**src/rtl/sub_word_sequencer.sv**
```systemverilog
// Streaming multi-word subtractor: chains the borrow across LSW-first word pairs
// and registers one difference word per accepted beat. Optional feature macro:
// SUB_ZERO_FLAG_EN adds the out_zero port and a sticky per-packet zero flag.

module n_subtractor #(
  parameter int N = 4
) (
  input  logic [N-1:0] a,
  input  logic [N-1:0] b,
  input  logic         bin,
  output logic [N-1:0] diff,
  output logic         bout
);

  logic [N:0] w_full;

  // The extra MSB of the widened difference is the borrow-out.
  assign w_full = {1'b0, a} - {1'b0, b} - {{N{1'b0}}, bin};
  assign diff   = w_full[N-1:0];
  assign bout   = w_full[N];

endmodule

module sub_word_sequencer #(
  parameter int N = 4
) (
  input  logic         clk,
  input  logic         rst_n,
  input  logic         in_valid,
  output logic         in_ready,
  input  logic [N-1:0] in_a,
  input  logic [N-1:0] in_b,
  input  logic         in_first,
  input  logic         in_last,
  output logic         out_valid,
  input  logic         out_ready,
  output logic [N-1:0] out_diff,
  output logic         out_bout,
`ifdef SUB_ZERO_FLAG_EN
  output logic         out_zero,
`endif
  output logic         out_last
);

  typedef enum logic {
    ST_IDLE,
    ST_CHAIN
  } state_t;

  state_t       r_state;
  state_t       w_state_next;
  logic         r_borrow;
  logic         r_out_valid;
  logic [N-1:0] r_out_diff;
  logic         r_out_bout;
  logic         r_out_last;

  logic         w_accept;
  logic         w_start;
  logic         w_bin;
  logic [N-1:0] w_diff;
  logic         w_bout;

  assign in_ready = !r_out_valid || out_ready;
  assign w_accept = in_valid && in_ready;
  // Any beat that opens a packet, explicitly or from IDLE, ignores the stored borrow.
  assign w_start  = in_first || (r_state == ST_IDLE);
  assign w_bin    = w_start ? 1'b0 : r_borrow;

  n_subtractor #(.N(N)) u_sub (
    .a    (in_a),
    .b    (in_b),
    .bin  (w_bin),
    .diff (w_diff),
    .bout (w_bout)
  );

  always_comb begin
    // NOTE: default assigned first so every path drives w_state_next; no latch is inferred.
    w_state_next = r_state;
    if (w_accept) begin
      w_state_next = in_last ? ST_IDLE : ST_CHAIN;
    end
  end

  always_ff @(posedge clk or negedge rst_n) begin
    if (!rst_n) begin
      r_state <= ST_IDLE;
    end else begin
      // NOTE: non-blocking assignment so all flops sample pre-edge values together.
      r_state <= w_state_next;
    end
  end

  always_ff @(posedge clk or negedge rst_n) begin
    if (!rst_n) begin
      r_out_valid <= 1'b0;
      r_out_diff  <= '0;
      r_out_bout  <= 1'b0;
      r_out_last  <= 1'b0;
      r_borrow    <= 1'b0;
    end else if (w_accept) begin
      r_out_valid <= 1'b1;
      r_out_diff  <= w_diff;
      r_out_bout  <= w_bout;
      r_out_last  <= in_last;
      r_borrow    <= w_bout;
    end else if (out_ready) begin
      r_out_valid <= 1'b0;
    end
  end

  assign out_valid = r_out_valid;
  assign out_diff  = r_out_diff;
  assign out_bout  = r_out_bout;
  assign out_last  = r_out_last;

`ifdef SUB_ZERO_FLAG_EN
  logic r_zero_acc;
  logic r_out_zero;
  logic w_zero;

  assign w_zero = (w_diff == '0) && (w_start || r_zero_acc);

  always_ff @(posedge clk or negedge rst_n) begin
    if (!rst_n) begin
      r_zero_acc <= 1'b0;
      r_out_zero <= 1'b0;
    end else if (w_accept) begin
      r_zero_acc <= w_zero;
      r_out_zero <= w_zero;
    end
  end

  assign out_zero = r_out_zero;
`endif

endmodule

```
**config.mk**
```make
export PLATFORM = sky130hd
export DESIGN_NAME = sub_word_sequencer
export DESIGN_NICKNAME = d
export VERILOG_FILES = /design/src/rtl/sub_word_sequencer.sv
export SDC_FILE = /design/constraint.sdc
export NUM_CORES = 1
export LEC_CHECK = 0
export CORE_AREA = 5 5 42 44
export DETAILED_ROUTE_END_ITERATION = 12
export DIE_AREA = 0 0 47 49
export PLACE_DENSITY = 0.82
export SLEW_MARGIN = 15
export SYNTH_ARGS = -nofsm -noshare
export SYNTH_HDL_FRONTEND = slang
export SYNTH_SLANG_ARGS = --single-unit
```
**constraint.sdc**
```tcl
create_clock -name clk -period 3.5 [get_ports clk]
set_input_delay 0.35 -clock clk [delete_from_list [all_inputs] [get_ports clk]]
set_output_delay 0.35 -clock clk [all_outputs]
set_load 0.01 [all_outputs]
```
# [Word-level counts from Yosys, hierarchy flattened]
# Index checks and enable logic that the tools add are counted.
# W data, S select, Z words.
[op_classes] n_addsub=2 n_mul=0 n_div=0 magnitude_cmp=0 n_eq_ne=0 shifts=0 n_mux=4 bitwise_logic=1 reduce_logical=5
[ops] cell="$sub A4 B4 Y5" count=1
[ops] cell="$sub A5 B1 Y5" count=1
[ops] cell="$mux W1" count=4
[ops] cell="$logic_or A1 B1 Y1" count=2
[ops] cell="$reduce_bool A2 Y1" count=1
[ops] cell="$logic_and A1 B1 Y1" count=1
[ops] cell="$logic_not A1 Y1" count=1
[ops] cell="$not A1 Y1" count=1
[totals] regBits=8 latch_bits=0 mem_bits_rw=0 rom_bits=0 input_bits=14 out_inout_bits=8 elab_cells=17 mem_count=0

# [Longest topological paths before layout]
# Gate-level depths: netlist (run 1).
[logic_depth] word_depth=4 ltp_mapped=8 mapped_depth_nobuf=8

# [By module]
# From an unflattened synthesis (run 1), not the netlist that was laid out.
[unflattened] cells_unflattened=45 area_unflattened_um2=549.3
[by_module_without_submodules] module="sub_word_sequencer" n_inst=1 cells_per_inst=21 area_each_um2=341.6 seq_area_each_um2=200.2
[by_module_without_submodules] module="n_subtractor" n_inst=1 cells_per_inst=24 area_each_um2=207.7 seq_area_each_um2=0.0

# [Least setup slack after synthesis (run 1)]
# Ideal clock, no wire load.
[synth_path] kind="input to register" from="in in_first" to="reg r_out_bout, in the netlist out_bout" setup_time_ps=122 t_arrival_ps=1776 required_time_ps=3378 slack_ps=1602 stages=7 path_buffers=0 path_cell_list="nand3b_1 > fa_1 > fa_1 > nand2b_1 > a21oi_2 > xnor2_1 > o21ai_1"
[synth_via] elab_chain_cells=3
[synth_rtl] element="start: declaration" line_no="33" source="input logic in_first,"
[synth_rtl] element="$logic_or A1 B1 Y1" line_no="67" source="assign w_start = in_first || (r_state == ST_IDLE);"
[synth_rtl] element="$mux W1" line_no="68" source="assign w_bin = w_start ? 1'b0 : r_borrow;"
[synth_rtl] element="$sub A5 B1 Y5" line_no="18" source="assign w_full = {1'b0, a} - {1'b0, b} - {{N{1'b0}}, bin};"
[synth_rtl] element="end signal: assignment" line_no="105" source="r_out_bout <= w_bout;"
[synth_rtl] element="end: declaration" line_no="55" source="logic r_out_bout;"
# No other way between the ends.
# A chain may end at the register's enable or synchronous reset.

# [Worst setup path in the final report (run 1)]
# Ends and elaborated chain as after synthesis.

==> results of run 1 <==
[sequential cells by signal (all words and copies together), names as in the netlist]
register,cells
out_valid,1
out_last,1
out_diff,4
r_state,1
out_bout,1
[power breakdown]
part	internal, uW	switching (uW)	leakage (uW)	total, uW
Clock	39.0	28.1	0.0000138	67.1
Sequential	111	11.7	0.0000946	123
Combinational	73.1	48.2	0.000235	121
[worst max path at each step]
stage / start / endpoint / slack (ns) / cells past startpoint
finish: in_first / out_bout$_DFFE_PN0P_ / 1.37 / 8
global route: in_first / out_bout$_DFFE_PN0P_ / 1.30 / 8
CTS: in_first / out_bout$_DFFE_PN0P_ / 1.36 / 8
detailed placement: in_first / out_bout$_DFFE_PN0P_ / 1.10 / 8
global placement: in_first / out_bout$_DFFE_PN0P_ / 1.12 / 8
floorplan: in_first / out_bout$_DFFE_PN0P_ / 1.60 / 7
[per-stage QoR]
step,instance area (um2),utilization,setup WS (ns),instances
3_5_place_dp,742,0.529,1.10,84
6_report,764,0.546,1.37,87
5_1_grt,764,0.546,1.30,87
3_3_place_gp,742,0.529,1.12,84
4_1_cts,764,0.546,1.36,87
2_1_floorplan,512,-,1.60,47
[logic make-up (layout without fill, tap and decap cells)]
logic type                 count (synthesis)  count (layout)
DFF                                        8               8
and+or+nand+nor                           10              10
adders and majority gates                  8               8
muxes                                      2               2
xor gates and xnor gates                   4               4
buffers and inverters                      7              31
AOI/OAI and AO/OA                          8               8
[layer usage]
metal  track usage  up-vias  routed length, um
met3        0.0443        0                 92
li1              -      202                  -
met4        0.0691        0                  0
met1         0.105      178                409
met5             0        -                  0
met2         0.140       14                469
[layout by cell type, fill, tap and decap left out, drive strengths merged]
cell type,netlist,routed
nand3b,2,2
a31oi,1,1
ha,6,6
nand2,5,5
fa,2,2
xnor2,4,4
clkbuf,0,3
dfrtp,8,8
clkdlybuf4s50,0,21
nand2b,3,3
inv,7,7
a21oi,2,2
mux2,2,2
o21ai,5,5
[critical path, cell delays in order]
cell	delay (ns)
clkdlybuf4s50_1	0.39
nand3b_1	0.17
fa_1	0.42
fa_1	0.41
nand2b_1	0.17
a21oi_2	0.15
xnor2_1	0.12
o21ai_1	0.07
[layout make-up]
class                      count  area, um2  area share
timing repair buffer          21        210       0.275
multi-input combinational     32        285       0.373
sequential                     8        200       0.262
inverter                       7       26.3      0.0344
tap                           16       20.0      0.0262
clock buffer                   3       22.5      0.0295
==> run summary, run 1 <==
Area contributors post-synth - dfrtp_1 39%, ha_1 15%, fa_1 7.8%
Tightest Hold Check Type - in -> async
Fin. Hold Viols - 0
Vias/cell - 4.53
flop2flop setup slack - 1.58 ns
Setup Skew - 0.000336 ns
FF-to-FF End - out_bout$_DFFE_PN0P_
post-synthesis mux area share - 0.0440
dpl hpwl - 844 um
Worst EP required - 3.63 ns
post-synth cell types - 16
post-synthesis simple-gate area fraction - 0.132
largest net degree at the start of global routing - 11
flops & latches, synth - 8
post-synth top area share - 0.391
setup repair bufs after CTS - 0
nets - 95
TritonCTS clock tree - yes
io pins - 22
remaining global-route overflow - 0
Yosys top cell by area - dfrtp_1
final setup fails - 0
Worst setup SP type - primary input
DRT iter0 DRCs - 5
xor/xnor cell area share of the yosys netlist - 0.0685
H-Tree Depth - 1
drt pass-1 iters - 5
RSZ-0062 raised after global routing - no
Mapped Nets - 69
Critical Path Sink Type - flop
CTS clock-pin slew for the worst setup and hold paths - 0.05 ns
core footprint - 1400 um2
die width - 47 um
WP data arrival - 2.26 ns
DRT Wirelength - 972 um
CTS root buffer - clkbuf_4
Final TNS setup - 0 ns
synth cell count leaders - 8 x dfrtp_1, 7 x inv_1, 6 x ha_1
Tcrit/Tclk final - 0.607
post-CTS resize count - 0
ys flop type - dfrtp_1
Max FO, Critical Path - 2
max-slew violations - 0
VDD IR-drop max - 0.000178 V
Fillers - 138
clk buf depth - 2
total track usage - 0.0962
vias in the first global route - 388
DR DRC count - 0
actual slew at the worst max-slew pin - 0.343 ns
diode count - 0
Num CTS Buffers - 3
Clock Latency Late Sink - 0.25 ns
Mapped Area - 512 um2
die area - 2300 um2
Leak - 0.000343 uW
first-pass GRT wire length - 1.53 mm
largest family of logic cells by synthesized area - adder cells
Yosys warning count - 0
startpoint of the worst register-to-register path - out_bout$_DFFE_PN0P_
Clock Sinks - 8
post-route ant nets - 0
cts hold-fix bufs - 0
PD cells - 408 nW/um2
Area growth syn-to-layout - 49.4%
Synth Area in Compound Gates - 0.0880
Avg WL per Cell - 11.2 um
number of flops mapped to enable cells by yosys - 0
post-synthesis sequential area ratio - 0.391
row count - 14
Vias - 394
Avg Cell Area, Syn - 10.9 um2
# Max-Cap Violations - 0
Slew Limit Headroom - 0.770
min cycle time layout - 2.13 ns
f_max - 0.471 GHz
outcome - finished, final reports clean
Async S/R FF share, synth - 1.00
kind of critical path - in -> reg
Synth Area in Adders - 0.225
cells on worst reg2reg path - 7
count of mapped cells out of synthesis - 47
Starting Density - 0.365
hold slack final - 0.374 ns
most frequent cell after synthesis - dfrtp_1
overall power - 312 uW
share of layout cells above drive strength 1 - 0.113
Die H - 49 um
antenna violations before repair - 0
GPL Wtd Cong - 0.834
port buffer count - 21
Note: power is estimated with default switching activity, not from simulation.
==> run 2: changes to the inputs <==
Clock period 3.5 ns to 2.1 ns, I/O delays scaled along.
==> run 2 against run 1 <==
Against the previous run: critical path depth is the same; routed wire length grew 3.1%; sequential share of layout area shrank 0.085 points; largest power group is now combinational cells; critical endpoint unchanged; sequential power grew 65%; via count grew 4.1%; total power grew 67%; critical path type unchanged.
==> run summary, run 2 (synthesis gave the netlist of run 1 again) <==
CTS clock-pin slew for the worst setup and hold paths - 0.05 ns (about the same)
area of the multi-input gates - 288 um2 (+0.88%)
Clk pwr share - 0.212 (-0.003)
drt pass-1 iters - 4 (-1)
Clock Latency Late Sink - 0.24 ns (about the same)
clk buf depth - 2 (unchanged)
CTS root buffer - clkbuf_4
die area - 2300 um2 (unchanged)
Die H - 49 um (unchanged)
diode count - 0 (unchanged)
TritonCTS clock tree - yes
port buffer count - 21 (unchanged)
Clock Sinks - 8 (unchanged)
remaining global-route overflow - 0 (unchanged)
Max FO, Critical Path - 2 (unchanged)
Logic pwr share - 0.397 (+0.008)
Seq pwr share - 0.390 (-0.005)
min cycle time layout - 1.99 ns
final setup fails - 0 (unchanged)
total track usage - 0.104 (+0.00818)
max reg flops - 4 (unchanged)
Vias/cell - 4.71 (+4.1%)
io pins - 22 (unchanged)
Worst path slowest cell - fa_1
Place WS - -0.228 ns (-1.33 ns)
slowest cell delay on critical path - 0.41 ns (about the same)
CP Buf/Inv Count - 1 (unchanged)
RSZ-0062 raised after global routing - no
most common cell after layout, fill and taps aside - clkdlybuf4s50_1
Fillers - 141 (+2.2%)
WP data arrival - 2.12 ns (-0.14 ns)
first-pass GRT wire length - 1.72 mm (+12%)
largest net degree at the start of global routing - 11 (unchanged)
# Max-Cap Violations - 0 (unchanged)
net switching power - 146 uW (+66%)
largest delay contributor family on the critical path - adder cells
f_max - 0.504 GHz
dpl hpwl - 901 um (+6.7%)
actual slew at the worst max-slew pin - 0.352 ns (+0.00897 ns)
Slew Limit Headroom - 0.764 (-0.00600)
post-route ant nets - 0 (unchanged)
DRT iter0 DRCs - 3 (-2)
Num CTS Buffers - 3 (unchanged)
core footprint - 1400 um2 (unchanged)
Worst setup SP type - primary input
kind of critical path - in -> reg
Leak - 0.000343 uW (-0.12%)
DRT Wirelength - 1.00 mm (+3.1%)
cts hold-fix bufs - 0 (unchanged)
Worst EP required - 2.23 ns (-1.40 ns)
Vias - 410 (+4.1%)
nets - 95 (unchanged)
max-slew violations - 0 (unchanged)
final worst slack - 0.114 ns (-1.26 ns)
most frequent cells in the layout - 21 x clkdlybuf4s50_1, 8 x dfrtp_1, 7 x inv_1
switching share of power - 0.281 (-0.00165)
GPL Wtd Cong - 0.735 (-12%)
PD cells - 677 nW/um2 (+66%)
Fin. Hold Viols - 0 (unchanged)
row count - 14 (unchanged)
worst-path cell chain - clkdlybuf4s50_1, nand3b_1, fa_2, fa_1, nand2b_1, a21oi_2, xnor2_1, o21ai_1
Tightest Hold Check Type - in -> async
Critical Path Sink Type - flop
H-Tree Depth - 1 (unchanged)
share of layout cells above drive strength 1 - 0.127 (+0.0141)
register area - 200 um2 (unchanged)
Avg WL per Cell - 11.5 um (+3.1%)
Tcrit/Tclk final - 0.946
antenna violations before repair - 0 (unchanged)
VDD IR-drop max - 0.000332 V (+87%)
Starting Density - 0.365 (unchanged)
hold slack final - 0.241 ns (-0.133 ns)
Area growth syn-to-layout - 49.9%
DR DRC count - 0 (unchanged)
outcome - finished, final reports clean
Setup Skew - 0.00231 ns (+0.00198 ns)
die width - 47 um (unchanged)
vias in the first global route - 421 (+8.5%)
Internal - 374 uW (+67%)
-- run 2: cell counts in the layout (fill, tap and decap cells not counted) --
No cell type changed its count.
-- run 2: routing by layer --
layer / global-route usage / share of wire / routed length [um]
met5: 0 / 0 / 0
met4: 0.0553 / 0.0090 / 9
met3: 0.0332 / 0.13 / 130
met2: 0.172 / 0.51 / 510
met1: 0.113 / 0.35 / 351
-- run 2: worst register-to-register path, stage by stage, from the launching register on --
cell      delay [ns]
dfrtp_1         0.36
nand3b_1        0.13
fa_2            0.38
fa_1            0.41
nand2b_1        0.18
a21oi_2         0.15
xnor2_1         0.13
o21ai_1         0.07
-- run 2: final timing paths --
path / cells past startpoint / endpoint / from / slack [ns]
worst max-delay path: 8 / out_bout$_DFFE_PN0P_ / in_first / 0.11
worst min-delay path: 1 / r_state$_DFFE_PN0P_ / rst_n / 0.24
worst max register to register: 7 / out_bout$_DFFE_PN0P_ / out_bout$_DFFE_PN0P_ / 0.18
worst min register to register: 2 / out_diff[0]$_DFFE_PN0P_ / out_diff[0]$_DFFE_PN0P_ / 0.48
max in group asynchronous: 1 / out_diff[1]$_DFFE_PN0P_ / rst_n / 1.60
min in group clk: 2 / out_diff[0]$_DFFE_PN0P_ / out_diff[0]$_DFFE_PN0P_ / 0.48
-- run 2: power by group through the flow --
| stage | clock network [uW] | registers (uW) | logic, uW |
|---|---|---|---|
| 2_1_floorplan | 0 | 218 | 84.5 |
| 3_3_place_gp | 0 | 206 | 200 |
| 3_5_place_dp | 0 | 207 | 208 |
| 4_1_cts | 116 | 204 | 209 |
| 5_1_grt | 127 | 208 | 227 |
| 6_report | 110 | 203 | 206 |
-- run 2: through the flow --
stage | std cells | instance area, um2 | util | total power, uW | TNS [ns]
2_1_floorplan | 47 | 512 | - | 303 | 0
3_3_place_gp | 84 | 742 | 0.529 | 406 | -0.210
3_5_place_dp | 84 | 742 | 0.529 | 415 | -0.327
4_1_cts | 87 | 764 | 0.546 | 529 | 0
5_1_grt | 87 | 767 | 0.547 | 562 | 0
6_report | 87 | 767 | 0.547 | 520 | 0
-- run 2: final cells by class --
| class | instances | share of cell area |
|---|---|---|
| tap | 16 | 0.0261 |
| timing repair buffer | 21 | 0.274 |
| inverter | 7 | 0.0343 |
| sequential | 8 | 0.261 |
| clock buffer | 3 | 0.0294 |
| multi-input combinational | 32 | 0.375 |
-- run 2: timing repair --
item	CTS	global route
setup endpoints to repair	0	1
gates resized for setup	0	2
setup buffers	0	0
==> run 3: changes to the inputs <==
Settings changed: CTS_CLUSTER_SIZE set to 30, GPL_ROUTABILITY_DRIVEN set to 1.
==> results of run 3 <==
No change in the layout: final DEF, timing and power equal those of run 2.
